===== src/rtl/nn_image_avl_stream.sv =====
// Avalon-MM image register bank that streams rows to the digit-recognition core
// over valid/ready, captures the classification result and raises a maskable IRQ.
module nn_image_avl_stream #(
    parameter int IMG_ROWS = 28,
    parameter int IMG_COLS = 28,
    parameter int PIX_BITS = 1,
    parameter int RESULT_W = 4,
    parameter int ADDR_W   = 6
) (
    input  logic                         CLK,
    input  logic                         RESET,
    input  logic                         AVL_CS,
    input  logic                         AVL_READ,
    input  logic                         AVL_WRITE,
    input  logic [ADDR_W-1:0]            AVL_ADDR,
    input  logic [31:0]                  AVL_WRITEDATA,
    output logic [31:0]                  AVL_READDATA,
    output logic                         CHARACTER_IRQ,
    output logic                         ROW_VALID,
    input  logic                         ROW_READY,
    output logic [IMG_COLS*PIX_BITS-1:0] ROW_DATA,
    output logic [5:0]                   ROW_IDX,
    output logic                         ROW_LAST,
    input  logic                         RES_VALID,
    input  logic [RESULT_W-1:0]          RES_DATA
);
    // state      | meaning
    // S_IDLE     | waiting for START, image registers writable
    // S_STREAM   | presenting ROW[ptr] to the core, advancing on each accepted beat
    // S_WAIT_RES | all rows sent, waiting for the core's result strobe

    localparam int RW = IMG_COLS * PIX_BITS;
    localparam logic [ADDR_W-1:0] A_RESULT = ADDR_W'(IMG_ROWS);
    localparam logic [ADDR_W-1:0] A_CTRL   = ADDR_W'(IMG_ROWS + 1);
    localparam logic [ADDR_W-1:0] A_STATUS = ADDR_W'(IMG_ROWS + 2);
    localparam logic [5:0]        LAST_PTR = 6'(IMG_ROWS - 1);

    typedef enum logic [1:0] {S_IDLE, S_STREAM, S_WAIT_RES} state_t;

    state_t              state_q, state_d;
    logic [RW-1:0]       row_q [IMG_ROWS];
    logic [RW-1:0]       row_d [IMG_ROWS];
    logic [RESULT_W-1:0] result_q, result_d;
    logic                irq_en_q, irq_en_d;
    logic                done_q, done_d;
    logic                pend_q, pend_d;
    logic                wr_err_q, wr_err_d;
    logic [5:0]          ptr_q, ptr_d;

    logic                row_valid_q, row_valid_d;
    logic [RW-1:0]       row_data_q, row_data_d;
    logic [5:0]          row_idx_q, row_idx_d;
    logic                row_last_q, row_last_d;

    logic                rd1_vld_q, rd1_vld_d;
    logic                rd2_vld_q, rd2_vld_d;
    logic [31:0]         rd1_q, rd1_d;
    logic [31:0]         rd2_q, rd2_d;
    logic [31:0]         readdata_q, readdata_d;

    logic                wr_en, rd_en, busy, ctrl_wr, row_wr_hit;
    logic                start_go, beat, last_beat, capture;
    logic [RW-1:0]       row_sel;
    logic [31:0]         rd_mux;
    logic                unused_wdata;

    assign wr_en      = AVL_CS & AVL_WRITE;
    assign rd_en      = AVL_CS & AVL_READ;
    assign busy       = (state_q != S_IDLE);
    assign ctrl_wr    = wr_en && (AVL_ADDR == A_CTRL);
    assign row_wr_hit = wr_en && (AVL_ADDR < A_RESULT);
    assign start_go   = ctrl_wr && AVL_WRITEDATA[0] && !busy;
    assign beat       = (state_q == S_STREAM) && ROW_READY;
    assign last_beat  = beat && (ptr_q == LAST_PTR);
    assign capture    = (state_q == S_WAIT_RES) && RES_VALID;
    assign unused_wdata = ^AVL_WRITEDATA;

    // FSM: state register
    always_ff @(posedge CLK) begin
        if (RESET) begin
            state_q <= S_IDLE;
        end else begin
            state_q <= state_d;
        end
    end

    // FSM: next state
    always_comb begin
        state_d = state_q;
        case (state_q)
            S_IDLE:     if (start_go)  state_d = S_STREAM;
            S_STREAM:   if (last_beat) state_d = S_WAIT_RES;
            S_WAIT_RES: if (RES_VALID) state_d = S_IDLE;
            default:                   state_d = S_IDLE;
        endcase
    end

    // FSM: stream outputs, precomputed from the next state so the ports are registered
    always_comb begin
        row_sel = '0;
        for (int i = 0; i < IMG_ROWS; i++) begin
            if (ptr_d == 6'(i)) row_sel = row_q[i];
        end
        row_valid_d = (state_d == S_STREAM);
        row_data_d  = row_valid_d ? row_sel : '0;
        row_idx_d   = row_valid_d ? ptr_d : 6'd0;
        row_last_d  = row_valid_d && (ptr_d == LAST_PTR);
    end

    always_comb begin
        row_d    = row_q;
        result_d = result_q;
        irq_en_d = irq_en_q;
        done_d   = done_q;
        pend_d   = pend_q;
        wr_err_d = wr_err_q;
        ptr_d    = ptr_q;

        // Rows are frozen while busy so the core always sees a coherent image
        if (row_wr_hit && busy) wr_err_d = 1'b1;
        for (int i = 0; i < IMG_ROWS; i++) begin
            if (row_wr_hit && !busy && (AVL_ADDR == ADDR_W'(i))) begin
                row_d[i] = AVL_WRITEDATA[RW-1:0];
            end
        end

        if (ctrl_wr) begin
            irq_en_d = AVL_WRITEDATA[1];
            if (AVL_WRITEDATA[2]) pend_d = 1'b0;
        end
        if (start_go) begin
            ptr_d    = 6'd0;
            done_d   = 1'b0;
            wr_err_d = 1'b0;
            pend_d   = 1'b0;
        end
        if (beat) ptr_d = ptr_q + 6'd1;

        // A result capture outranks a coincident interrupt clear
        if (capture) begin
            result_d = RES_DATA;
            done_d   = 1'b1;
            pend_d   = 1'b1;
        end
    end

    // Read data is captured at the address edge, so a simultaneous write is not visible
    always_comb begin
        rd_mux = '0;
        for (int i = 0; i < IMG_ROWS; i++) begin
            if (AVL_ADDR == ADDR_W'(i)) rd_mux[RW-1:0] = row_q[i];
        end
        if (AVL_ADDR == A_RESULT) rd_mux[RESULT_W-1:0] = result_q;
        if (AVL_ADDR == A_CTRL)   rd_mux[1] = irq_en_q;
        if (AVL_ADDR == A_STATUS) rd_mux[3:0] = {wr_err_q, pend_q, done_q, busy};

        rd1_vld_d  = rd_en;
        rd1_d      = rd_mux;
        rd2_vld_d  = rd1_vld_q;
        rd2_d      = rd1_q;
        readdata_d = rd2_vld_q ? rd2_q : readdata_q;
    end

    always_ff @(posedge CLK) begin
        if (RESET) begin
            for (int i = 0; i < IMG_ROWS; i++) row_q[i] <= '0;
            result_q    <= '0;
            irq_en_q    <= 1'b0;
            done_q      <= 1'b0;
            pend_q      <= 1'b0;
            wr_err_q    <= 1'b0;
            ptr_q       <= 6'd0;
            row_valid_q <= 1'b0;
            row_data_q  <= '0;
            row_idx_q   <= 6'd0;
            row_last_q  <= 1'b0;
            rd1_vld_q   <= 1'b0;
            rd2_vld_q   <= 1'b0;
            rd1_q       <= '0;
            rd2_q       <= '0;
            readdata_q  <= '0;
        end else begin
            row_q       <= row_d;
            result_q    <= result_d;
            irq_en_q    <= irq_en_d;
            done_q      <= done_d;
            pend_q      <= pend_d;
            wr_err_q    <= wr_err_d;
            ptr_q       <= ptr_d;
            row_valid_q <= row_valid_d;
            row_data_q  <= row_data_d;
            row_idx_q   <= row_idx_d;
            row_last_q  <= row_last_d;
            rd1_vld_q   <= rd1_vld_d;
            rd2_vld_q   <= rd2_vld_d;
            rd1_q       <= rd1_d;
            rd2_q       <= rd2_d;
            readdata_q  <= readdata_d;
        end
    end

    assign AVL_READDATA  = readdata_q;
    assign CHARACTER_IRQ = pend_q & irq_en_q;
    assign ROW_VALID     = row_valid_q;
    assign ROW_DATA      = row_data_q;
    assign ROW_IDX       = row_idx_q;
    assign ROW_LAST      = row_last_q;

endmodule


===== config.mk =====
export PLATFORM = sky130hd
export DESIGN_NAME = nn_image_avl_stream
export DESIGN_NICKNAME = d
export VERILOG_FILES = /design/src/rtl/nn_image_avl_stream.sv
export SDC_FILE = /design/constraint.sdc
export NUM_CORES = 2
export LEC_CHECK = 0
export CAP_MARGIN = 40
export CORE_UTILIZATION = 30
export DETAILED_ROUTE_END_ITERATION = 16
export SLEW_MARGIN = 20
export SYNTH_ARGS = -nofsm -noshare
export SYNTH_HDL_FRONTEND = slang
export SYNTH_SLANG_ARGS = --single-unit

===== constraint.sdc =====
create_clock -name CLK -period 3.6 [get_ports CLK]
set_input_delay 0.72 -clock CLK [delete_from_list [all_inputs] [get_ports CLK]]
set_output_delay 0.72 -clock CLK [all_outputs]
set_load 0.02 [all_outputs]

==> Flow_metrics.wiki <==
{| class="wikitable"
! Metric !! Value
|-
| Count of cells along the worst register-to-register path || 13
|-
| Average instance area after synthesis || 7.33 um2
|-
| Maximum clock insertion buffer count || 3
|-
| Layout cells sized above 1 || 19.5%
|-
| Final Hold Vio Count || 0
|-
| Clock tree from TritonCTS || yes
|-
| Die Y || 381 um
|-
| Initial DRC Count || 7,608
|-
| Share of the synthesized area in the top cell type || 42.9%
|-
| Worst clock skew || 0.0262 ns
|-
| GR Overflow Total || 0
|-
| Post-synth EDFFs || 0
|-
| Worst min-delay path startpoint || RESET
|-
| Cells traversed along the worst timing path || clkdlybuf4s50_1 > buf_12 > nand3b_4 > or3_4 > nand4_1 > buf_4 > a211oi_4 > buf_12 > a2111oi_1 > a21oi_1 > o21ai_1 > buf_4 > a21oi_2 > buf_4 > o221a_1
|-
| Sw power || 0.00561 W
|-
| Synthesis-to-layout area growth || 34.0%
|-
| Clock insertion delay at the later pin of the skew report || 0.75 ns
|-
| Power Internal || 0.0172 W
|-
| Post-synth ARST share || 0%
|-
| Total Nets Final || 6,597
|-
| Design area || 0.0576 mm2
|-
| Largest net degree at the start of global routing || 201
|-
| Detailed-route wire length || 247,000 um
|-
| Sink of the worst hold path || result_q[2]
|-
| Cell at the root of the clock tree || clkbuf_16
|-
| Post-synth top flop || dfxtp_1
|-
| Synth Instances || 5,866
|-
| Multi-input gate area in the final layout || 0.0231 mm2
|-
| Warning count from the yosys run || 0
|-
| Worst Max-Slew Pin Slew || 1.23 ns
|-
| Clock period minus worst slack || 3.63 ns
|-
| FF-to-FF Start || ptr_q[4]
|-
| Number of global-route vias before repair || 46,100
|-
| Share of the yosys chip area belonging to registers || 42.9%
|-
| Area taken by flip-flops and latches || 0.0185 mm2
|-
| Clk pin slew, worst setup/hold paths || 0.06 ns
|-
| Weighted congestion at the end of routability-driven global placement || 1.05
|-
| Worst Hold Class || in -> reg
|-
| Via count || 50,300
|-
| Largest cells by area after synthesis || dfxtp_1, nand2_1, a21oi_1, a22oi_1, clkbuf_1
|-
| Starting Density || 30.3%
|-
| Post-route fraction of the period consumed by the critical path || 101%
|-
| DP Area || 0.0536 mm2
|-
| Remaining antenna violation count after routing || 0
|-
| Number of synthesized register bits || 922
|-
| Library cell with the largest summed area after synthesis || dfxtp_1
|-
| Synth Cell Area || 0.0430 mm2
|-
| Most common cell in the netlist || nand2_1
|-
| Number of core rows || 138
|-
| Capture point of the worst reg-to-reg path || ROW_DATA[25]
|-
| First-pass GRT wire length || 345,000 um
|-
| Hold buffer count at CTS || 0
|-
| Power per cell area || 396 mW/mm2
|-
| Hold Path Stages || 2
|-
| Crit-path max cell delay || 0.68 ns
|-
| Number of distinct library cells after synthesis || 104
|-
| Final total power || 0.0228 W
|-
| Worst-case register-to-register setup slack || 0.01 ns
|-
| Boundary Pins || 118
|-
| DRC viols || 0
|-
| Critical path's slowest cell || a2111oi_1
|-
| Worst Path Max Fanout || 13
|-
| CP Data Arrival Time || 4.26 ns
|-
| Remaining max-slew budget at the tightest pin || 17.7%
|-
| Cell repeated most along the worst path || buf_4
|-
| Final Setup Violations || 2
|-
| IR Drop Worst-Case VDD || 0.000387 V
|-
| Routed wire per std cell || 29.0 um
|-
| Category of the most critical setup path || in -> reg
|-
| First-pass iteration count of the detailed router || 8
|-
| Clk sinks || 922
|-
| Part of the total power dissipated in the clock network || 50.1%
|-
| Failing checks || negative setup slack
|-
| Final setup slack of the worst path || -0.0328 ns
|-
| Result of the run || finished with violations
|-
| Setup crit start kind || input pin
|-
| Quantity of I/O buffers inserted on ports || 109
|-
| Share of total power consumed by net switching || 24.6%
|-
| Leakage power || 20.6 nW
|-
| Cts bufs inserted || 101
|-
| RSZ-0062 raised after global routing || true
|-
| Width of the die || 381 um
|-
| Core area || 0.142 mm2
|-
| Combinational power share || 4.9%
|-
| Proportion of power drawn by flip-flops and latches || 45.0%
|-
| H-tree depth || 3
|-
| DP Wirelength || 184,000 um
|-
| Die outline area || 0.145 mm2
|-
| Count of final max-slew check failures || 0
|-
| Max Clk Rate || 0.275 GHz
|-
| Fillers || 14,400
|-
| List of most frequent post-synthesis cells || nand2_1, a21oi_1, dfxtp_1
|-
| Tot GR Track Use || 32.7%
|-
| Antenna violations before repair || 6
|-
| Via density per instance || 5.90
|-
| Required time of the worst setup path || 4.22 ns
|-
| Crit. End Element || flip-flop
|-
| Max-cap viol count || 0
|}
==> metrics by stage <==
step                hold slack [ns]  setup WS [ns]  util [%]  std cells  setup TNS [ns]
global route                  0.294        -0.0267      40.6       8523         -0.0299
detailed placement            0.429          -1.11      37.8       8330         -248.81
CTS                           0.252        0.00620      40.4       8519               0
finish                        0.281        -0.0328      40.6       8524         -0.0610
floorplan                     0.414          0.386         -       5869               0
global placement              0.423          -1.28      37.8       8329         -215.43
==> power by group through the flow <==
stage | Clock, W | Combinational, W | Sequential, W
2_1_floorplan | 0 | 0.000469 | 0.0105
3_3_place_gp | 0 | 0.00107 | 0.0105
3_5_place_dp | 0 | 0.00107 | 0.0105
4_1_cts | 0.0115 | 0.00108 | 0.0103
5_1_grt | 0.0119 | 0.00114 | 0.0103
6_report | 0.0114 | 0.00112 | 0.0103
==> sequential cells by signal (all words and copies together), names as in the netlist, 2 cells and up <==
register and count:
AVL_READDATA 28, ROW_DATA 28, ROW_IDX 6, ptr_q 6, rd1_q 28, rd2_q 28, result_q 4, row_q 784
state_q 2
==> critical path, delay by kind of cell <==
family | cells | cell delay [ns]
compound gates | 6 | 1.52
buf+inv | 6 | 1.27
simple gates | 3 | 0.71
==> layout make-up <==
class / instances / share of cell area, %
Multi-Input combinational cell: 4445 / 40.1
Sequential cell: 922 / 32.0
Timing Repair Buffer: 1071 / 17.5
Clock buffer: 141 / 5.03
Tap cell: 1890 / 4.10
Clock inverter: 48 / 1.21
Inverter: 6 / 0.0391
Antenna cell: 1 / 0.00434
==> logic make-up (layout without fill, tap and decap cells) <==
kind of cell	count (synthesis)	after routing	synth area share, %
muxes	59	59	1.38
and+or+nand+nor	2499	2499	24.3
xor gates and xnor gates	4	4	0.116
AOI/OAI and AO/OA	1878	1878	26.6
adders and majority gates	1	1	0.0291
other	1	5	0.00872
buffers and inverters	502	1266	4.67
DFF	922	922	42.9
==> timing repair <==
action                                  CTS  global route
pin swaps                                 0            11
buffers inserted                          0             3
resized for setup                        28            48
endpoints found under the setup margin   20            25
==> layer usage <==
metal / track usage [%] / part of all wire, % / up-vias
met2: 50.5 / 44 / 3255
met1: 41.5 / 39 / 24300
met5: 0 / 0.014 / -
met4: 19.8 / 7.0 / 6
li1: - / - / 22000
met3: 7.21 / 11 / 691
==> worst max path at each step <==
stage	start	endpoint	slack [ns]	cells after the start
6_report	ROW_READY	ROW_DATA[25]	-0.03	15
5_1_grt	ROW_READY	ROW_DATA[25]	-0.03	15
4_1_cts	AVL_WRITEDATA[0]	ROW_DATA[17]	0.006	16
3_5_place_dp	AVL_WRITEDATA[0]	ROW_DATA[17]	-1.11	16
3_3_place_gp	AVL_WRITEDATA[0]	ROW_DATA[1]	-1.28	16
2_1_floorplan	AVL_ADDR[1]	ROW_DATA[3]	0.39	12
==> cell usage in the layout (no fill, tap or decap), types with 34 or more instances in the layout <==
cell type        Yosys  final
o21ai_0            152    149
a22oi_1            213    213
nand3_1             73     69
clkdlybuf4s50_1      0    107
nor2_2               4     42
a21oi_1            961    955
a221oi_1            37     36
nor2_1             318    279
clkbuf_16            0    102
buf_4               10    817
a211oi_1            52     46
buf_12               0    141
dfxtp_1            922    920
nand4_1             53     53
o22ai_1            186    186
nor2b_1             35     34
mux2i_1             55     54
nand2_1           1820   1818
nor3_1              52     41
Power figures use the tool's default switching activity.
